$ cat src/rtl/pipe_ctrl_pkg.sv
// Shared types for the pipeline sequencer:
// FSM state encoding and stat_out select codes.
package pipe_ctrl_pkg;

    typedef enum logic [1:0] {
        RUN   = 2'd0,
        PAUSE = 2'd1,
        STOP  = 2'd2
    } state_e;

    localparam logic [1:0] STAT_CYCLES  = 2'd0;
    localparam logic [1:0] STAT_STALLS  = 2'd1;
    localparam logic [1:0] STAT_FLUSHES = 2'd2;
    localparam logic [1:0] STAT_RETIRED = 2'd3;

endpackage

$ cat src/rtl/pipe_stage_ctrl_if.sv
// Hazard/SYSCALL requests in, stage enables and bubbles out.
// master = sequencer, slave = pipeline datapath.
interface pipe_stage_ctrl_if;

    logic data_hazard;
    logic branch_taken;
    logic sys_pause;
    logic sys_exit;
    logic wb_valid;
    logic PC_EN;
    logic EN1;
    logic EN2;
    logic EN3;
    logic EN4;
    logic flush_ifid;
    logic flush_idex;

    modport master (
        input  data_hazard, branch_taken,
        input  sys_pause, sys_exit, wb_valid,
        output PC_EN, EN1, EN2, EN3, EN4,
        output flush_ifid, flush_idex
    );

    modport slave (
        output data_hazard, branch_taken,
        output sys_pause, sys_exit, wb_valid,
        input  PC_EN, EN1, EN2, EN3, EN4,
        input  flush_ifid, flush_idex
    );

endinterface

$ cat src/rtl/pipe_stage_ctrl_sat_counter.sv
// Saturating up-counter with synchronous active-low clear.
// Holds at all-ones instead of wrapping.
module sat_counter #(
    parameter int W = 32
) (
    input  logic         clk,
    input  logic         CLR,
    input  logic         inc,
    output logic [W-1:0] q
);

    localparam logic [W-1:0] ONE = {{(W-1){1'b0}}, 1'b1};

    always_ff @(posedge clk) begin
        if (!CLR) begin
            q <= '0;
        end else if (inc && !(&q)) begin
            q <= q + ONE;
        end
    end

endmodule

$ cat src/rtl/pipe_stage_ctrl.sv
// Pipeline sequencer: stall/flush/pause/exit FSM driving
// stage enables, plus saturating performance counters.
module pipe_stage_ctrl
    import pipe_ctrl_pkg::*;
#(
    parameter int CNT_W = 32
) (
    input  logic               clk,
    input  logic               CLR,
    input  logic               GO,
    input  logic [1:0]         stat_sel,
    pipe_stage_ctrl_if.master  bus,
    output logic               halted,
    output logic               stopped,
    output logic [CNT_W-1:0]   stat_out
);

    state_e state_q, state_d;
    logic   go_q;
    logic   resume_q, resume_d;
    logic   go_rise;
    logic   in_run;

    logic [4:0] en;
    logic [1:0] fl;

    logic [CNT_W-1:0] cnt_cyc, cnt_stl, cnt_fls, cnt_ret;

    assign go_rise = GO & ~go_q;
    assign in_run  = (state_q == RUN);

    always_ff @(posedge clk) begin
        if (!CLR) begin
            state_q  <= RUN;
            go_q     <= 1'b0;
            resume_q <= 1'b0;
        end else begin
            state_q  <= state_d;
            go_q     <= GO;
            resume_q <= resume_d;
        end
    end

    always_comb begin
        state_d  = state_q;
        resume_d = 1'b0;
        en       = '0;
        fl       = '0;
        unique case (state_q)
            RUN: begin
                // branch wins: the stalled ID instruction is wrong-path
                if (bus.branch_taken) begin
                    en = 5'b11111;
                    fl = 2'b11;
                end else if (bus.data_hazard) begin
                    en = 5'b00111;
                    fl = 2'b01;
                end else begin
                    en = 5'b11111;
                end
                if (!resume_q) begin
                    if (bus.sys_exit) begin
                        state_d = STOP;
                    end else if (bus.sys_pause) begin
                        state_d = PAUSE;
                    end
                end
            end
            PAUSE: begin
                if (go_rise) begin
                    state_d  = RUN;
                    resume_d = 1'b1;
                end
            end
            STOP: begin
                state_d = STOP;
            end
            default: begin
                state_d = RUN;
            end
        endcase
        if (!CLR) begin
            en = '0;
            fl = '0;
        end
    end

    assign bus.PC_EN      = en[4];
    assign bus.EN1        = en[3];
    assign bus.EN2        = en[2];
    assign bus.EN3        = en[1];
    assign bus.EN4        = en[0];
    assign bus.flush_ifid = fl[1];
    assign bus.flush_idex = fl[0];

    assign halted  = (state_q == PAUSE);
    assign stopped = (state_q == STOP);

    sat_counter #(.W(CNT_W)) u_cyc (
        .clk (clk),
        .CLR (CLR),
        .inc (in_run),
        .q   (cnt_cyc)
    );

    sat_counter #(.W(CNT_W)) u_stl (
        .clk (clk),
        .CLR (CLR),
        .inc (in_run & bus.data_hazard & ~bus.branch_taken),
        .q   (cnt_stl)
    );

    sat_counter #(.W(CNT_W)) u_fls (
        .clk (clk),
        .CLR (CLR),
        .inc (in_run & bus.branch_taken),
        .q   (cnt_fls)
    );

    sat_counter #(.W(CNT_W)) u_ret (
        .clk (clk),
        .CLR (CLR),
        .inc (in_run & bus.wb_valid),
        .q   (cnt_ret)
    );

    always_comb begin
        stat_out = '0;
        unique case (stat_sel)
            STAT_CYCLES:  stat_out = cnt_cyc;
            STAT_STALLS:  stat_out = cnt_stl;
            STAT_FLUSHES: stat_out = cnt_fls;
            STAT_RETIRED: stat_out = cnt_ret;
        endcase
    end

endmodule

$ cat src/flat_wrapper.sv
// flat-port wrapper written by rule: the top's interface ports become plain ports
module pipe_stage_ctrl_flat import pipe_ctrl_pkg::*;
#(
    parameter int CNT_W = 32
)
  (clk, CLR, GO, stat_sel, halted, stopped, stat_out, bus_data_hazard, bus_branch_taken, bus_sys_pause, bus_sys_exit, bus_wb_valid, bus_PC_EN, bus_EN1, bus_EN2, bus_EN3, bus_EN4, bus_flush_ifid, bus_flush_idex);
  pipe_stage_ctrl_if bus_i ();
  input  logic clk;
  input  logic CLR;
  input  logic GO;
  input  logic [1:0] stat_sel;
  output logic halted;
  output logic stopped;
  output logic [CNT_W-1:0] stat_out;
  input wire logic [$bits(bus_i.data_hazard)-1:0] bus_data_hazard;
  input wire logic [$bits(bus_i.branch_taken)-1:0] bus_branch_taken;
  input wire logic [$bits(bus_i.sys_pause)-1:0] bus_sys_pause;
  input wire logic [$bits(bus_i.sys_exit)-1:0] bus_sys_exit;
  input wire logic [$bits(bus_i.wb_valid)-1:0] bus_wb_valid;
  output wire logic [$bits(bus_i.PC_EN)-1:0] bus_PC_EN;
  output wire logic [$bits(bus_i.EN1)-1:0] bus_EN1;
  output wire logic [$bits(bus_i.EN2)-1:0] bus_EN2;
  output wire logic [$bits(bus_i.EN3)-1:0] bus_EN3;
  output wire logic [$bits(bus_i.EN4)-1:0] bus_EN4;
  output wire logic [$bits(bus_i.flush_ifid)-1:0] bus_flush_ifid;
  output wire logic [$bits(bus_i.flush_idex)-1:0] bus_flush_idex;
  assign bus_i.data_hazard = bus_data_hazard;
  assign bus_i.branch_taken = bus_branch_taken;
  assign bus_i.sys_pause = bus_sys_pause;
  assign bus_i.sys_exit = bus_sys_exit;
  assign bus_i.wb_valid = bus_wb_valid;
  assign bus_PC_EN = bus_i.PC_EN;
  assign bus_EN1 = bus_i.EN1;
  assign bus_EN2 = bus_i.EN2;
  assign bus_EN3 = bus_i.EN3;
  assign bus_EN4 = bus_i.EN4;
  assign bus_flush_ifid = bus_i.flush_ifid;
  assign bus_flush_idex = bus_i.flush_idex;
  pipe_stage_ctrl #(.CNT_W(CNT_W)) u_core (.clk(clk), .CLR(CLR), .GO(GO), .stat_sel(stat_sel), .bus(bus_i), .halted(halted), .stopped(stopped), .stat_out(stat_out));
endmodule
$ cat config.mk
export PLATFORM = sky130hd
export DESIGN_NAME = pipe_stage_ctrl_flat
export DESIGN_NICKNAME = d
export VERILOG_FILES = /design/src/rtl/pipe_ctrl_pkg.sv /design/src/rtl/pipe_stage_ctrl_if.sv /design/src/rtl/pipe_stage_ctrl_sat_counter.sv /design/src/rtl/pipe_stage_ctrl.sv /design/src/flat_wrapper.sv
export SDC_FILE = /design/constraint.sdc
export NUM_CORES = 1
export LEC_CHECK = 0
export CAP_MARGIN = 20
export CELL_PAD_IN_SITES_DETAIL_PLACEMENT = 0
export CELL_PAD_IN_SITES_GLOBAL_PLACEMENT = 2
export CORE_MARGIN = 3
export CORE_UTILIZATION = 37
export DETAILED_ROUTE_END_ITERATION = 7
export GPL_TIMING_DRIVEN = 0
export HOLD_SLACK_MARGIN = 0.05
export PLACE_DENSITY = 0.89
export SETUP_SLACK_MARGIN = 0.3
export SYNTH_ARGS = -nofsm -noshare
export SYNTH_HDL_FRONTEND = slang
export SYNTH_SLANG_ARGS = --single-unit
$ cat constraint.sdc
create_clock -name clk -period 3.3 [get_ports clk]
set_input_delay 0.66 -clock clk [delete_from_list [all_inputs] [get_ports clk]]
set_output_delay 0.66 -clock clk [all_outputs]
set_load 0.02 [all_outputs]
==> qor.yml <==
outcome:
  status: "finished clean"
global_routing:
  grt_pass1_wl_mm: 40.9
  grt_overflow: 0
  antenna_found_initial: 1
  grt_use_total: 0.241
  grt_max_degree: 17
  grt_pass1_vias: 6719
synth:
  synth-seq-area-share: 0.352
  syn_inst: 875
  synth_nets: 889
  ys_seq_elements: 132
  async_flop_share: 0
  syn_avg_cell_area_um2: 8.57
  ys.flop_type: "dfxtp_1"
  synth_cell_types: 56
  synth_edf_count: 0
  synth_warnings: 0
  netlist_area_mm2: 0.00750
die:
  rows: 51
  initial_core_util: 0.380
  core_mm2: 0.0197
  ioPinCount: 51
  fp.dieArea_mm2: 0.0220
  die_width_um: 148
  die_h_um: 148
sta:
  hold_viol_final: 0
  fmax_ghz: 0.334
  period_share: 0.907
  setup_viol: 0
  fin_crit_ps: 2990
  tightest_slew_ps: 1010
  final_max_slew_viol_count: 0
  rsz0062_at_grt: "yes"
  finClkSkew_ps: 8.59
  relSlewSlack: 0.320
  tns_ps: 0
cts:
  root_buffer: "clkbuf_16"
  ctsHtreeMaxLevel: 4
  numCtsBuffers: 17
  clock_latency_ps: 430
  clock-sinks: 132
  tritoncts: "built"
  clk_pin_slew_worst_paths_ps: 60
  clockBufferDepth: 2
detailed_routing:
  drtPass1Iterations: 7
  avgRoutedWirePerCell_um: 21.8
  drt_iter0_markers: 879
  vias: 7478
  routed_wl_mm: 26.7
  drc: 0
  ant_nets: 0
  via_per_inst: 6.10
placed_design:
  gp_congestion: 0.927
  hpwl_mm: 19.8
  place_inst: 1189
  io_buffer_count: 48
final_layout:
  area_growth_pct: 22.0
  nNetsFinal: 962
  fin_cells: 1226
  final_util: 0.464
  layout_commonest_cell: "dfxtp_1"
  diodes: 0
  layout_common_cells: "132 x dfxtp_1, 86 x a21oi_1, 85 x nand2_1, 46 x nand3_1"
  final_layout_size_suffix_gt1_frac: 0.117
power_and_ir_drop:
  ir_drop_mv: 0.361
  power_density_mw_per_mm2: 449
  finalPower_mw: 4.11
  power.leakage_nw: 2.86
critical_path:
  critPathRequiredTime_ps: 3650
  worstPathMaxFanout: 10
  cp.arrival_ps: 3340
  critPathCaptureType: "flop"
  critPathLaunchType: "input port"
  timing_worst_setup_path_type: "in2reg"
hold_path:
  min_path_type: "reg2reg"
flow_run:
  maxCapViolations: 0
worst paths after layout:
path	start	end	slack, ps	cells after the start
max	bus_wb_valid	u_core.u_ret.q[30]	310	7
min	u_core.go_q	u_core.resume_q	410	1
max reg2reg	u_core.u_ret.q[13]	u_core.u_ret.q[30]	470	6
min reg2reg	u_core.go_q	u_core.resume_q	410	1
worst max-delay path: stages:
cell	delay, ps
clkdlybuf4s50_1	520
nor3b_1	660
nand4_1	350
a211o_1	400
clkbuf_1	230
or3_1	380
a21oi_1	140
cells by family after synthesis:
group	share of synthesized area
muxes	0.121
buffers and inverters	0.0384
DFF	0.352
and+or+nand+nor	0.296
adders and majority gates	0.00667
AOI/OAI and AO/OA	0.166
xor gates and xnor gates	0.0199
registers in the layout (all words and copies together), names as in the netlist:
signal           count
u_core.u_cyc.q      32
u_core.go_q          1
u_core.state_q       2
u_core.resume_q      1
u_core.u_fls.q      32
u_core.u_ret.q      32
u_core.u_stl.q      32
stage by stage:
stage	hold WS [ps]	setup slack, ps	area (µm²)
3_3_place_gp	394	-539	8310
4_1_cts	412	271	9090
5_1_grt	431	289	9150
3_5_place_dp	403	-522	8320
2_1_floorplan	385	518	7500
6_report	409	306	9150
layout make-up:
type	instances	area, µm²
fillers	1941	10600
inverters	18	67.6
plain buffers	54	277
well taps	265	332
repair buffers	54	523
clock buffers	20	467
flip-flops and latches	132	2640
clock inverters	12	224
multi-input cells	671	4620
cell usage after synthesis (3+ instances only):
master,instances,area [µm²]
a31o_2,3,26.3
and4_1,14,123
o21a_1,5,37.5
o21ai_0,41,205
nor2b_1,3,18.8
or2_2,6,37.5
or4_1,45,338
inv_1,17,63.8
a211oi_1,7,52.6
nand2_1,85,319
nor3_1,12,60.1
buf_4,3,22.5
ha_1,4,50.1
o31ai_1,44,330
clkbuf_1,44,165
a31oi_1,6,37.5
dfxtp_1,132,2640
a2111oi_0,3,26.3
nand3_1,46,230
or3_1,42,263
and3_1,18,113
mux2i_1,19,190
xnor2_1,15,131
a21oi_1,86,430
nor4_1,16,100
nor2_1,38,143
mux4_2,32,721
nand2b_1,16,100
and2_1,4,25.0
buf_2,5,25.0
nand4_1,34,213
what timing repair did:
item / in CTS / in global routing
pin swaps: 0 / 1
hold buffers: 0 / 0
setup endpoints to repair: 75 / 64
hold endpoints to repair: 0 / 0
setup buffers: 2 / 3
gates resized for setup: 24 / 19
per-layer routing:
metal | vias to the layer above | part of all wire | GRT usage
li1 | 3525 | - | -
met1 | 3637 | 0.45 | 0.339
met5 | - | 0.0015 | 0
met4 | 2 | 0.021 | 0.0596
met2 | 276 | 0.46 | 0.378
met3 | 38 | 0.071 | 0.0570
power by group:
part	total (mW)	switching, mW	internal, mW
registers	1.63	0.0225	1.61
clock network	2.24	0.760	1.48
logic	0.237	0.142	0.0948
(Power assumes the default switching activity.)
